$ cat config.mk
export PLATFORM = sky130hd
export DESIGN_NAME = pixel_source_switch_flat
export DESIGN_NICKNAME = d
export VERILOG_FILES = /design/src/rtl/pixel_source_switch_if.sv /design/src/rtl/pixel_source_switch.sv /design/src/flat_wrapper.sv
export SDC_FILE = /design/constraint.sdc
export NUM_CORES = 1
export LEC_CHECK = 0
export ABC_AREA = 1
export CAP_MARGIN = 10
export CORE_MARGIN = 2
export CORE_UTILIZATION = 41
export DETAILED_ROUTE_END_ITERATION = 10
export HOLD_SLACK_MARGIN = 0.1
export PLACE_DENSITY = 0.8
export SLEW_MARGIN = 20
export SYNTH_ARGS = -nofsm -noshare
export SYNTH_HDL_FRONTEND = slang
export SYNTH_SLANG_ARGS = --single-unit
$ cat constraint.sdc
create_clock -name clk -period 2.2 [get_ports clk]
set_clock_uncertainty 0.2 [all_clocks]
set_input_delay 0.33 -clock clk [delete_from_list [all_inputs] [get_ports clk]]
set_output_delay 0.33 -clock clk [all_outputs]
set_load 0.1 [all_outputs]
$ cat src/rtl/pixel_source_switch_if.sv
// Pixel-source switch bus: raw select, raster position, the four pixel
// sources, and the registered RGB / status returned to the display side.
//
// master : the surrounding system (sources, vga_display counters, switches)
// slave  : pixel_source_switch
interface pixel_source_switch_if;
    logic [2:0]  output_select;
    logic [10:0] h_cnt;
    logic [10:0] v_cnt;
    logic [11:0] rom_rgb;
    logic [11:0] strip_rgb;
    logic [11:0] uart_rgb;
    logic [11:0] gif_rgb;
    logic [3:0]  o_r;
    logic [3:0]  o_g;
    logic [3:0]  o_b;
    logic [2:0]  active_sel;
    logic        switching;

    modport master (
        output output_select, h_cnt, v_cnt,
        output rom_rgb, strip_rgb, uart_rgb, gif_rgb,
        input  o_r, o_g, o_b, active_sel, switching
    );

    modport slave (
        input  output_select, h_cnt, v_cnt,
        input  rom_rgb, strip_rgb, uart_rgb, gif_rgb,
        output o_r, o_g, o_b, active_sel, switching
    );
endinterface

$ cat src/rtl/pixel_source_switch.sv
// pixel_source_switch
// Registered, glitch-free pixel-source selector feeding vga_display. The raw
// slide-switch code is synchronised and debounced; a new source is committed
// only on the first pixel of a frame (h_cnt==0 && v_cnt==0).
//
// Build option: define SWITCH_BLANK_EN to insert BLANK_FRAMES full black
// frames between the old and new source. Without it the source changes
// directly at the frame boundary.
//
// Ports:
//   clk    : divided pixel clock (same clock as vga_display)
//   rst_n  : asynchronous active-low reset
//   pix    : pixel_source_switch_if.slave
//            in : output_select[2:0], h_cnt/v_cnt[10:0],
//                 rom_rgb/strip_rgb/uart_rgb/gif_rgb[11:0]
//            out: o_r/o_g/o_b[3:0] (1-clk registered), active_sel[2:0],
//                 switching
//
// Parameters:
//   DEBOUNCE_CYCLES : clocks the synchronised select must stay constant (>=1)
//   BLANK_FRAMES    : black frames per switch when blanking is built (1..15)
//
// State        | meaning
// -------------+-----------------------------------------------------------
// S_IDLE       | committed source shown, nothing pending
// S_WAIT_FRAME | debounced code differs from active_sel, waiting for (0,0)
// S_BLANK      | (SWITCH_BLANK_EN only) black frames before committing
module pixel_source_switch #(
    parameter int unsigned DEBOUNCE_CYCLES = 65535,
    parameter int unsigned BLANK_FRAMES    = 2
) (
    input  logic                  clk,
    input  logic                  rst_n,
    pixel_source_switch_if.slave  pix
);

    if (DEBOUNCE_CYCLES < 1 || BLANK_FRAMES < 1 || BLANK_FRAMES > 15) begin : g_bad_params
        $error("pixel_source_switch: DEBOUNCE_CYCLES must be >= 1 and BLANK_FRAMES in 1..15");
    end

    localparam int unsigned     CNT_W   = $clog2(DEBOUNCE_CYCLES + 1);
    localparam logic [CNT_W-1:0] CNT_MAX = CNT_W'(DEBOUNCE_CYCLES);

`ifdef SWITCH_BLANK_EN
    localparam logic [3:0] LAST_FRAME = 4'(BLANK_FRAMES - 1);
    typedef enum logic [1:0] {S_IDLE, S_WAIT_FRAME, S_BLANK} state_t;
`else
    typedef enum logic [0:0] {S_IDLE, S_WAIT_FRAME} state_t;
`endif

    logic [2:0]       sync1_q, sync2_q, prev_q;
    logic [CNT_W-1:0] cnt_q;
    logic [2:0]       stable_q;

    state_t           state_q, state_d;
    logic [2:0]       active_q, active_d;
    logic             blank_out;
    logic             frame_start;
    logic [11:0]      mapped_rgb;
    logic [11:0]      rgb_q;

`ifdef SWITCH_BLANK_EN
    logic [2:0]       pending_q, pending_d;
    logic [3:0]       frame_cnt_q, frame_cnt_d;
`endif

    assign frame_start = (pix.h_cnt == 11'd0) && (pix.v_cnt == 11'd0);

    // Synchroniser, change detect and saturating debounce counter. stable_q
    // is loaded on the edge where the count arrives at CNT_MAX and simply
    // reloads the same value while the count sits saturated.
    always_ff @(posedge clk or negedge rst_n) begin
        if (!rst_n) begin
            sync1_q  <= 3'b000;
            sync2_q  <= 3'b000;
            prev_q   <= 3'b000;
            cnt_q    <= '0;
            stable_q <= 3'b000;
        end else begin
            sync1_q <= pix.output_select;
            sync2_q <= sync1_q;
            prev_q  <= sync2_q;
            if (sync2_q != prev_q) begin
                cnt_q <= '0;
            end else begin
                if (cnt_q != CNT_MAX) begin
                    cnt_q <= cnt_q + CNT_W'(1);
                end
                if (cnt_q >= CNT_MAX - CNT_W'(1)) begin
                    stable_q <= sync2_q;
                end
            end
        end
    end

    // stable_q here is the pre-update value, so a debounce completion on a
    // frame_start cycle is serviced at the following frame.
    always_comb begin
        state_d   = state_q;
        active_d  = active_q;
        blank_out = 1'b0;
`ifdef SWITCH_BLANK_EN
        pending_d   = pending_q;
        frame_cnt_d = frame_cnt_q;
`endif
        unique case (state_q)
            S_IDLE: begin
                if (stable_q != active_q) begin
                    state_d = S_WAIT_FRAME;
`ifdef SWITCH_BLANK_EN
                    pending_d = stable_q;
`endif
                end
            end
            S_WAIT_FRAME: begin
`ifdef SWITCH_BLANK_EN
                pending_d = stable_q;
`endif
                if (stable_q == active_q) begin
                    state_d = S_IDLE;
                end else if (frame_start) begin
`ifdef SWITCH_BLANK_EN
                    state_d     = S_BLANK;
                    frame_cnt_d = 4'd0;
                    blank_out   = 1'b1;
`else
                    active_d = stable_q;
                    state_d  = S_IDLE;
`endif
                end
            end
`ifdef SWITCH_BLANK_EN
            S_BLANK: begin
                blank_out = 1'b1;
                if (frame_start) begin
                    if (frame_cnt_q == LAST_FRAME) begin
                        // The commit pixel already shows the new source.
                        active_d  = pending_q;
                        state_d   = S_IDLE;
                        blank_out = 1'b0;
                    end else begin
                        frame_cnt_d = frame_cnt_q + 4'd1;
                    end
                end
            end
`endif
            default: state_d = S_IDLE;
        endcase
    end

    // Mapping uses the code being committed this cycle so the boundary
    // pixel itself comes from the new source.
    always_comb begin
        mapped_rgb = 12'hFFF;
        case (active_d)
            3'b010:  mapped_rgb = pix.rom_rgb;
            3'b100:  mapped_rgb = pix.strip_rgb;
            3'b110:  mapped_rgb = pix.uart_rgb;
            3'b001:  mapped_rgb = pix.gif_rgb;
            default: mapped_rgb = 12'hFFF;
        endcase
        if (blank_out) begin
            mapped_rgb = 12'h000;
        end
    end

    always_ff @(posedge clk or negedge rst_n) begin
        if (!rst_n) begin
            state_q  <= S_IDLE;
            active_q <= 3'b000;
            rgb_q    <= 12'h000;
`ifdef SWITCH_BLANK_EN
            pending_q   <= 3'b000;
            frame_cnt_q <= 4'd0;
`endif
        end else begin
            state_q  <= state_d;
            active_q <= active_d;
            rgb_q    <= mapped_rgb;
`ifdef SWITCH_BLANK_EN
            pending_q   <= pending_d;
            frame_cnt_q <= frame_cnt_d;
`endif
        end
    end

    assign pix.o_r        = rgb_q[11:8];
    assign pix.o_g        = rgb_q[7:4];
    assign pix.o_b        = rgb_q[3:0];
    assign pix.active_sel = active_q;
    assign pix.switching  = (state_q != S_IDLE);

endmodule

$ cat src/flat_wrapper.sv
// flat-port wrapper written by rule: the top's interface ports become plain ports
module pixel_source_switch_flat 
#(
    parameter int unsigned DEBOUNCE_CYCLES = 65535,
    parameter int unsigned BLANK_FRAMES    = 2
)
  (clk, rst_n, pix_output_select, pix_h_cnt, pix_v_cnt, pix_rom_rgb, pix_strip_rgb, pix_uart_rgb, pix_gif_rgb, pix_o_r, pix_o_g, pix_o_b, pix_active_sel, pix_switching);
  pixel_source_switch_if pix_i ();
  input  logic clk;
  input  logic rst_n;
  input wire logic [$bits(pix_i.output_select)-1:0] pix_output_select;
  input wire logic [$bits(pix_i.h_cnt)-1:0] pix_h_cnt;
  input wire logic [$bits(pix_i.v_cnt)-1:0] pix_v_cnt;
  input wire logic [$bits(pix_i.rom_rgb)-1:0] pix_rom_rgb;
  input wire logic [$bits(pix_i.strip_rgb)-1:0] pix_strip_rgb;
  input wire logic [$bits(pix_i.uart_rgb)-1:0] pix_uart_rgb;
  input wire logic [$bits(pix_i.gif_rgb)-1:0] pix_gif_rgb;
  output wire logic [$bits(pix_i.o_r)-1:0] pix_o_r;
  output wire logic [$bits(pix_i.o_g)-1:0] pix_o_g;
  output wire logic [$bits(pix_i.o_b)-1:0] pix_o_b;
  output wire logic [$bits(pix_i.active_sel)-1:0] pix_active_sel;
  output wire logic [$bits(pix_i.switching)-1:0] pix_switching;
  assign pix_i.output_select = pix_output_select;
  assign pix_i.h_cnt = pix_h_cnt;
  assign pix_i.v_cnt = pix_v_cnt;
  assign pix_i.rom_rgb = pix_rom_rgb;
  assign pix_i.strip_rgb = pix_strip_rgb;
  assign pix_i.uart_rgb = pix_uart_rgb;
  assign pix_i.gif_rgb = pix_gif_rgb;
  assign pix_o_r = pix_i.o_r;
  assign pix_o_g = pix_i.o_g;
  assign pix_o_b = pix_i.o_b;
  assign pix_active_sel = pix_i.active_sel;
  assign pix_switching = pix_i.switching;
  pixel_source_switch #(.DEBOUNCE_CYCLES(DEBOUNCE_CYCLES), .BLANK_FRAMES(BLANK_FRAMES)) u_core (.clk(clk), .rst_n(rst_n), .pix(pix_i));
endmodule
==> results.toml, run 1 <==
[status]
status = "complete, no violations"

[layout]
multi_input_area_um2 = 1240
fin_nets = 526
fin_util = 0.632
area_delta_synth_final_pct = 47.9
drive_above_1_share = 0.191
diodes = 0
n_fill_cell = 508
regArea_um2 = 1100

[critical_path]
start_kind = "input port"
crit_path_max_fanout = 17
crit_required_ps = 2190
cp-end-kind = "flip-flop"
ff2ff_path_depth = 10
r2r-start = "u_core.cnt_q[1]"
critPathArrivalTime_ps = 2050
timing.rr.end = "u_core.cnt_q[11]"
timing.reg2reg.setup_slack_ps = 200
critPathKind = "input port to flip-flop"

[yosys]
synth_area_leaders = "dfrtp_1 43%, nand2_1 8.9%, nor2_1 8.2%"
ys_warn_count = 0
avgSynthCellArea_um2 = 7.50
synthArstFlopShare = 1.00
synth_top_area_frac = 0.430
synth_edf_count = 0
synthMostInstantiatedCell = "nand2_1"
synth_cells = 341
synth_area_um2 = 2560
synth_commonest_cells = "61 x nand2_1, 56 x nor2_1, 44 x dfrtp_1"
synth_area_leader_cell = "dfrtp_1"
synth_cell_types = 33
yosysSeqAreaShare = 0.430
synth_nets = 418
ys_seq_elements = 44
ys.flop_type = "dfrtp_1"

[route]
finalWirelength_um = 6550
vias = 2623
first_pass_iters = 4
top_layer = "met4"
first_iter_violations = 105
vias_per_cell = 5.00
drtAntennaViolNets = 0
drc_errors = 0
wl_met2_um = 3200
wire_per_inst_um = 12.5
routedLengthMet1_um = 2750
met3WireLength_um = 482

[clock_tree]
cts.sinks = 44
clk_path_buf_depth = 2
clk_pin_slew_worst_paths_ps = 80
clkLatencyLatePin_ps = 300
htreeDepth = 2
cts_tree = "done"
cts-root-buf = "clkbuf_8"
cts-buffers-inserted = 5

[timing]
slew_headroom = 0.639
slew_violations = 0
whs_ps = 155
final-setup-viol-count = 0
period_needed_ps = 2060
hold_viol = 0
finalCritPeriodShare = 0.937
max_freq_ghz = 0.485
worst_pin_slew_ps = 541
setup_ws_ps = 139

[power_and_ir_drop]
sw_frac_of_total = 0.196
power.switching_uw = 341
p_leak_nw = 1.68
p_int_mw = 1.40
comb_power_share = 0.112
seq_power_share = 0.472
power_density_nw_per_um2 = 461
clkPwrFrac = 0.416
ir_drop_v = 0.000445

[global_route]
grt-ovfl-total = 0
antenna_found_initial = 0
grt_max_degree = 45
grt_pass1_vias = 2614
grt_use_total = 0.198
grt_pass1_wl_um = 11200

[hold_path]
holdCritStartpoint = "u_core.sync1_q[0]"
hold_depth = 0
holdPathEnd = "u_core.sync2_q[0]"
holdCritPathClass = "flip-flop to flip-flop"

[placement]
dp_hpwl_um = 5290
portBuffers = 90
place_ws_ps = -215
gp_congestion = 0.946

[floorplan]
die_h_um = 83
fp-row-count = 28
boundaryPins = 91
die_w_um = 83
core_area_um2 = 5990
design.die.area_um2 = 6890
start_util = 0.427

[job]
drv_cap = 0
[worst max-delay path, stage by stage]
cell	delay, ps
clkdlybuf4s50_1	420
nor2_1	110
nand2_1	60
nor2_2	240
nand4_1	190
nand2_4	190
inv_4	50
buf_12	140
nand4_1	80
nand2_1	70
nor2_1	100
nand2_1	50
[kinds of logic after synthesis]
family                   share of synthesized area
XOR/XNOR                                    0.0205
AO/OA/AOI/OAI                               0.0450
flip-flops                                   0.430
AND/OR/NAND/NOR                              0.389
multiplexers                                0.0132
buffers and inverters                       0.0924
adder cells (fa/ha/maj)                    0.00978
[placed cells by master (no fill, tap or decap), types with 5 or more instances in the layout]
| cell | netlist | layout |
|---|---|---|
| dfrtp_1 | 44 | 43 |
| nand2_1 | 61 | 59 |
| nor2_1 | 56 | 55 |
| buf_4 | 1 | 31 |
| nand4_1 | 23 | 23 |
| inv_2 | 11 | 10 |
| o21ai_0 | 6 | 6 |
| nand2_2 | 14 | 16 |
| inv_1 | 38 | 38 |
| nand3_1 | 34 | 34 |
| clkbuf_8 | 0 | 5 |
| a21oi_1 | 5 | 5 |
| nor3_1 | 7 | 7 |
| clkdlybuf4s50_1 | 0 | 73 |
[layer usage]
layer,vias up,track usage
met4,0,0.0715
met2,97,0.337
met3,10,0.0616
met5,-,0
met1,1199,0.235
li1,1317,-
[power groups by stage]
stage / Clock, mW / Combinational (mW) / Sequential, mW
2_1_floorplan: 0 / 0.0327 / 0.839
3_3_place_gp: 0 / 0.194 / 0.840
3_5_place_dp: 0 / 0.196 / 0.841
4_1_cts: 0.736 / 0.197 / 0.825
5_1_grt: 0.774 / 0.214 / 0.826
6_report: 0.726 / 0.196 / 0.824
[registers in the layout, indices dropped and copies added, names as in the netlist]
name                   count
u_core.prev_q              3
u_core.cnt_q              16
u_core.stable_q            3
u_core.rgb_q              12
u_core.pix.switching       1
u_core.sync2_q             3
u_core.pix.active_sel      3
u_core.sync1_q             3
[worst max-delay path by stage]
stage                                     from                to  slack [ps]
after floorplan           u_core.pix.switching  u_core.rgb_q[10]          50
after global placement            pix_h_cnt[7]   u_core.rgb_q[9]        -160
after detailed placement          pix_v_cnt[8]  u_core.rgb_q[11]        -220
after CTS                         pix_v_cnt[8]  u_core.rgb_q[11]         100
after global routing              pix_h_cnt[2]   u_core.rgb_q[7]          -1
final                             pix_v_cnt[8]   u_core.rgb_q[6]         140
[timing repair]
action                                  in CTS  in global routing
hold endpoints to repair                    44                  0
gates resized for setup                      0                  8
hold buffers                                 1                  0
endpoints found under the setup margin       0                 11
buffers inserted                             0                  0
[area by class of cell]
class	instances	area share
multi-input combinational	239	0.328
inverter	50	0.0509
clock buffer	6	0.0192
clock inverter	2	0.0159
tap	75	0.0248
timing repair buffer	109	0.270
sequential	44	0.291
[metrics by stage]
stage                     setup TNS (ps)  area, um2  std cells  power [mW]
after floorplan                        0       2560        341       0.872
after global placement             -1440       3610        516        1.03
after detailed placement           -2380       3610        516        1.04
after CTS                              0       3750        525        1.76
after global routing              -0.999       3780        525        1.81
final                                  0       3780        525        1.75
(Power assumes the default switching activity.)
==> run 2: changes to the inputs <==
--- a/config.mk
+++ b/config.mk
@@ -7,11 +7,13 @@
 export LEC_CHECK = 0
 export ABC_AREA = 1
 export CAP_MARGIN = 10
+export CELL_PAD_IN_SITES_DETAIL_PLACEMENT = 0
+export CELL_PAD_IN_SITES_GLOBAL_PLACEMENT = 1
 export CORE_MARGIN = 2
-export CORE_UTILIZATION = 41
+export CORE_UTILIZATION = 32
 export DETAILED_ROUTE_END_ITERATION = 10
 export HOLD_SLACK_MARGIN = 0.1
-export PLACE_DENSITY = 0.8
+export PLACE_DENSITY = 0.87
 export SLEW_MARGIN = 20
 export SYNTH_ARGS = -nofsm -noshare
 export SYNTH_HDL_FRONTEND = slang
==> run 2 against run 1 <==
Critical path depth is 2 higher. Setup slack improved by 46 ps. Non-clock buffer count rose by 1. Routed wire length hardly changed.
==> results.toml, run 2 (same netlist as run 1, synthesis figures left out) <==
[timing]
whs_ps = 165
slew_headroom = 0.603
slew_violations = 0
hold_viol = 0
max_freq_ghz = 0.496
worst_pin_slew_ps = 596
period_needed_ps = 2010
finalCritPeriodShare = 0.916
final-setup-viol-count = 0

[layout]
largest_reg_flops = 16
n_fill_cell = 747
final_cell_mix = "73 x clkdlybuf4s50_1, 60 x nand2_1, 56 x nor2_1, 43 x dfrtp_1, 38 x inv_1"
mostFrequentLayoutCell = "clkdlybuf4s50_1"
largestRegisters = "u_core.cnt_q: 16 flops, u_core.rgb_q: 12 flops"
multi_input_area_um2 = 1240
area_delta_synth_final_pct = 48.2
fin_nets = 527
fin_area_um2 = 3790
drive_above_1_share = 0.191
regArea_um2 = 1100
diodes = 0
instances_no_fill = 553
top_register = "u_core.cnt_q"

[route]
drtAntennaViolNets = 0
finalWirelength_um = 6550
drc_errors = 0
vias_per_cell = 4.65
first_iter_violations = 73
first_pass_iters = 4
wire_per_inst_um = 11.8
vias = 2570

[power_and_ir_drop]
power_mw = 1.55
p_leak_nw = 1.66
power_density_nw_per_um2 = 408
ir_drop_v = 0.000290

[clock_tree]
cts-root-buf = "clkbuf_8"
cts_tree = "done"
htreeDepth = 2
clkLatencyLatePin_ps = 300
clk_path_buf_depth = 2
cts-buffers-inserted = 5
clk_pin_slew_worst_paths_ps = 90
cts.sinks = 44

[hold_path]
holdCritPathClass = "flip-flop to flip-flop"
holdCritStartpoint = "u_core.sync1_q[2]"

[critical_path]
timing.reg2reg.setup_slack_ps = 270
path_cells = "clkdlybuf4s50_1, nor2_1, nand2_1, nor2_4, nand3_4, nand2_2, nand2_4, inv_4, nand3_1, nand2_2, buf_4, nand2_2, inv_2, nand2_1"
crit_path_start = "pix_v_cnt[0]"
slowest_stage = "clkdlybuf4s50_1"
start_kind = "input port"
path_common_cell = "nand2_2"
crit_path_max_fanout = 10
critPathKind = "input port to flip-flop"
r2r-start = "u_core.cnt_q[1]"
timing.critical_path.buf_inv = 4
crit_required_ps = 2190
critPathMaxStageDelay_ps = 430
crit_family = "simple AND/OR/NAND/NOR gates"
cp-end-kind = "flip-flop"
critPathArrivalTime_ps = 2010

[floorplan]
boundaryPins = 91
die_h_um = 93.4
die_w_um = 93.4
core_area_um2 = 7730
start_util = 0.331
fp-row-count = 32
design.die.area_um2 = 8730

[global_route]
grt_pass1_wl_um = 11500
antenna_found_initial = 0
grt_use_total = 0.166
grt_pass1_vias = 2669
grt-ovfl-total = 0
grt_max_degree = 28

[placement]
gp_congestion = 0.881
post_dp_cell_area_um2 = 3660
dp_hpwl_um = 5410
portBuffers = 90
dp_cells = 543

[job]
drv_cap = 0

[status]
status = "complete, no violations"
-- run 2: final cells by class --
type,count,share of cell area
inverter,50,0.0508
multi-input combinational,239,0.327
tap,102,0.0337
sequential,44,0.291
clock buffer,5,0.0182
timing repair buffer,110,0.273
clock inverter,3,0.00660
-- run 2: power by group --
| part | switching, mW | internal (mW) | total, mW |
|---|---|---|---|
| combinational | 0.0620 | 0.134 | 0.196 |
| sequential | 0.00651 | 0.818 | 0.825 |
| clock | 0.294 | 0.231 | 0.525 |
-- run 2: metal layers --
layer	global-route usage	share of wire	vias to the layer above
met3	0.0483	0.069	10
met5	0	0	-
met2	0.286	0.51	82
met1	0.197	0.41	1166
li1	-	-	1312
met4	0.0551	0.014	0
-- run 2: path summary, 6_finish.rpt --
check                               endpoint  depth (start not counted)
setup reg to reg            u_core.cnt_q[11]                         10
hold / removal             u_core.sync2_q[2]                          0
hold reg to reg            u_core.sync2_q[2]                          0
max in group asynchronous   u_core.prev_q[2]                          3
setup / recovery             u_core.rgb_q[8]                         14
min in group asynchronous    u_core.cnt_q[5]                          2
-- run 2: repair_timing --
action,CTS,global route
buffers inserted,0,1
hold buffers,1,0
hold endpoints to repair,25,0
resized for setup,0,5
setup endpoints to repair,0,12
-- run 2: metrics by stage --
| stage | worst slack (ps) | setup TNS, ps | utilization |
|---|---|---|---|
| 3_5_place_dp | -216 | -2080 | 0.473 |
| 5_1_grt | -5.57 | -6.66 | 0.491 |
| 4_1_cts | 115 | 0 | 0.487 |
| 2_1_floorplan | 53.9 | 0 | - |
| 3_3_place_gp | -152 | -1530 | 0.473 |
| 6_report | 185 | 0 | 0.491 |
==> run 3: changes to the inputs <==
--- a/config.mk
+++ b/config.mk
@@ -5,15 +5,16 @@
 export SDC_FILE = /design/constraint.sdc
 export NUM_CORES = 1
 export LEC_CHECK = 0
-export ABC_AREA = 1
+export ABC_AREA = 0
 export CAP_MARGIN = 10
 export CELL_PAD_IN_SITES_DETAIL_PLACEMENT = 0
 export CELL_PAD_IN_SITES_GLOBAL_PLACEMENT = 1
 export CORE_MARGIN = 2
-export CORE_UTILIZATION = 32
+export CORE_UTILIZATION = 31
+export CTS_CLUSTER_DIAMETER = 50
 export DETAILED_ROUTE_END_ITERATION = 10
 export HOLD_SLACK_MARGIN = 0.1
-export PLACE_DENSITY = 0.87
+export PLACE_DENSITY = 0.84
 export SLEW_MARGIN = 20
 export SYNTH_ARGS = -nofsm -noshare
 export SYNTH_HDL_FRONTEND = slang
==> constraint.sdc (replaced) <==
create_clock -name clk -period 1.8 [get_ports clk]
set_clock_uncertainty 0.2 [all_clocks]
set_input_delay 0.27 -clock clk [delete_from_list [all_inputs] [get_ports clk]]
set_output_delay 0.27 -clock clk [all_outputs]
set_load 0.1 [all_outputs]
==> run 3 against run 2 <==
Synthesized area up 7.4%. Final cell count shrank 0.36%. Sequential share of layout area fell by 6.2 points. The flow now finishes with violations (negative setup slack). Register-to-register slack got worse by 620 ps. Combinational power rose by 38%. Critical endpoint is now u_core.rgb_q[1]. Critical path type unchanged.
==> results.toml, run 3 <==
[status]
status = "complete, but fails checks"
violations = "negative setup slack"

[layout]
largest_reg_flops = 16
final_cell_mix = "56 x clkdlybuf4s50_1, 46 x buf_4, 42 x dfrtp_1, 31 x nor2_1, 30 x nand2_1"
multi_input_area_um2 = 1890
regArea_um2 = 1110
fin_nets = 519
area_delta_synth_final_pct = 75.7
mostFrequentLayoutCell = "clkdlybuf4s50_1"
diodes = 0
top_register = "u_core.cnt_q"
fin_util = 0.557
drive_above_1_share = 0.327
largestRegisters = "u_core.cnt_q: 16 flops, u_core.rgb_q: 12 flops"
instances_no_fill = 551
n_fill_cell = 776

[yosys]
synth_commonest_cells = "44 x dfrtp_1, 32 x nor2_1, 31 x nand2_1"
avgSynthCellArea_um2 = 8.87
synth_area_leaders = "dfrtp_1 40%, nand2b_1 5.9%, xnor2_1 4.5%"
synth_area_leader_cell = "dfrtp_1"
synth_top_area_frac = 0.401
synth_cells = 310
yosysSeqAreaShare = 0.401
synthArstFlopShare = 1.00
synth_edf_count = 0
synth_area_um2 = 2750
synth_cell_types = 40
ys_warn_count = 0
synth_nets = 387
ys.flop_type = "dfrtp_1"
ys_seq_elements = 44
synthMostInstantiatedCell = "dfrtp_1"

[placement]
gp_congestion = 0.900
portBuffers = 90
dp_hpwl_um = 6700
dp_cells = 528
place_ws_ps = -926

[hold_path]
holdCritPathClass = "flip-flop to flip-flop"

[critical_path]
path_cells = "buf_6, or4_4, or2_4, or4_4, o21ai_4, buf_12, buf_12, o311ai_2"
critPathKind = "input port to flip-flop"
timing.critical_path.buf_inv = 3
cp-end-kind = "flip-flop"
start_kind = "input port"
critPathMaxStageDelay_ps = 550
crit_required_ps = 1770
crit_family = "simple AND/OR/NAND/NOR gates"
slowest_stage = "or4_4"
timing.reg2reg.setup_slack_ps = -350
crit_path_max_fanout = 5
critPathArrivalTime_ps = 2180

[global_route]
grt_use_total = 0.193
grt_max_degree = 29
grt-ovfl-total = 0
top_usage_layer = "met2"
antenna_found_initial = 0
grt_pass1_wl_um = 15100
grtUsageMet1 = 0.253
grt_pass1_vias = 3046
met2_usage = 0.334
met3_usage = 0.0358

[floorplan]
start_util = 0.317
die_w_um = 98.2
design.die.area_um2 = 9640
die_h_um = 98.2
fp-row-count = 34
core_area_um2 = 8680
boundaryPins = 91

[timing]
setup_ws_ps = -415
max_freq_ghz = 0.451
hold_viol = 0
period_needed_ps = 2210
slew_violations = 0
slew_headroom = 0.618
finalCritPeriodShare = 1.23
worst_pin_slew_ps = 573
final-setup-viol-count = 20
whs_ps = 156
rsz0062_at_grt = "yes"

[clock_tree]
clkLatencyLatePin_ps = 300
cts.sinks = 44
clk_path_buf_depth = 2
cts_tree = "done"
clk_pin_slew_worst_paths_ps = 90
cts-root-buf = "clkbuf_8"
htreeDepth = 2
cts-buffers-inserted = 5

[route]
finalWirelength_um = 9600
drc_errors = 0
wire_per_inst_um = 17.4
vias = 3031
first_pass_iters = 4
drtAntennaViolNets = 0
first_iter_violations = 224
vias_per_cell = 5.50

[power_and_ir_drop]
p_leak_nw = 1.78
power_density_nw_per_um2 = 402
ir_drop_v = 0.000329

[job]
drv_cap = 0
==> run 3: cell count changes after synthesis, sizes merged, moves of 12 or more <==
| cell | delta |
|---|---|
| nor2 | -29 |
| inv | -48 |
| nand3 | -29 |
| nand2b | +26 |
| nor4b | +14 |
| nand4 | -19 |
| o311ai | +12 |
| clkbuf | +18 |
| nand2 | -46 |
| o22ai | +12 |
==> run 3: logic make-up after synthesis <==
kind of cell             synth area share
multiplexers                       0.0246
flip-flops                          0.401
XOR/XNOR                           0.0605
AND/OR/NAND/NOR                     0.268
buffers and inverters              0.0396
AO/OA/AOI/OAI                       0.198
adder cells (fa/ha/maj)           0.00910
==> run 3: worst register-to-register path, delay by kind of cell (launching register included) <==
family                 cells  cell delay, ps
AOI/OAI and AO/OA          2             220
buffers and inverters      3             410
DFF                        1             410
and+or+nand+nor            3             790
==> run 3: final cells by class <==
type                            count  area share
Multi-Input combinational cell    241       0.392
Timing Repair Buffer              148       0.329
Sequential cell                    44       0.229
Tap cell                          108      0.0280
Clock buffer                        6      0.0171
Clock inverter                      2     0.00311
Inverter                            2     0.00155
==> run 3: path summary, 6_finish.rpt <==
path                                 startpoint                 end  depth (start not counted)
min                           u_core.sync1_q[1]   u_core.sync2_q[1]                          0
max reg2reg                u_core.pix.switching     u_core.rgb_q[1]                          8
max in group asynchronous                 rst_n  u_core.stable_q[1]                          3
max                                pix_h_cnt[8]     u_core.rgb_q[1]                          8
min in group asynchronous                 rst_n    u_core.rgb_q[10]                          2
min reg2reg                   u_core.sync1_q[1]   u_core.sync2_q[1]                          0
==> run 3: repair_timing <==
| item | 4_1_cts | 5_1_grt |
|---|---|---|
| cloned | 2 | 1 |
| hold buffers | 1 | 0 |
| pin swaps | 16 | 11 |
| endpoints found under the setup margin | 23 | 29 |
| hold endpoints to repair | 44 | 0 |
| gates resized for setup | 54 | 33 |
| setup buffers | 6 | 7 |
==> run 3: report_power, final <==
group	internal [mW]	switching (mW)	leakage [nW]
logic	0.169	0.102	1.21
clock network	0.311	0.352	0.0434
registers	1.00	0.00850	0.527
==> run 3: metal layers <==
metal / vias up / wire length [um]
li1: 1411 / -
met1: 1463 / 3950
met4: 0 / 230
met3: 22 / 606
met5: - / 0
met2: 135 / 4810
==> run 3: metrics by stage <==
stage	TNS, ps	cell area (um2)	power [mW]
floorplan	-7460	2850	1.07
global placement	-13580	4310	1.30
detailed placement	-13970	4310	1.30
CTS	-5300	4630	1.94
global route	-6030	4830	2.03
finish	-5170	4830	1.94
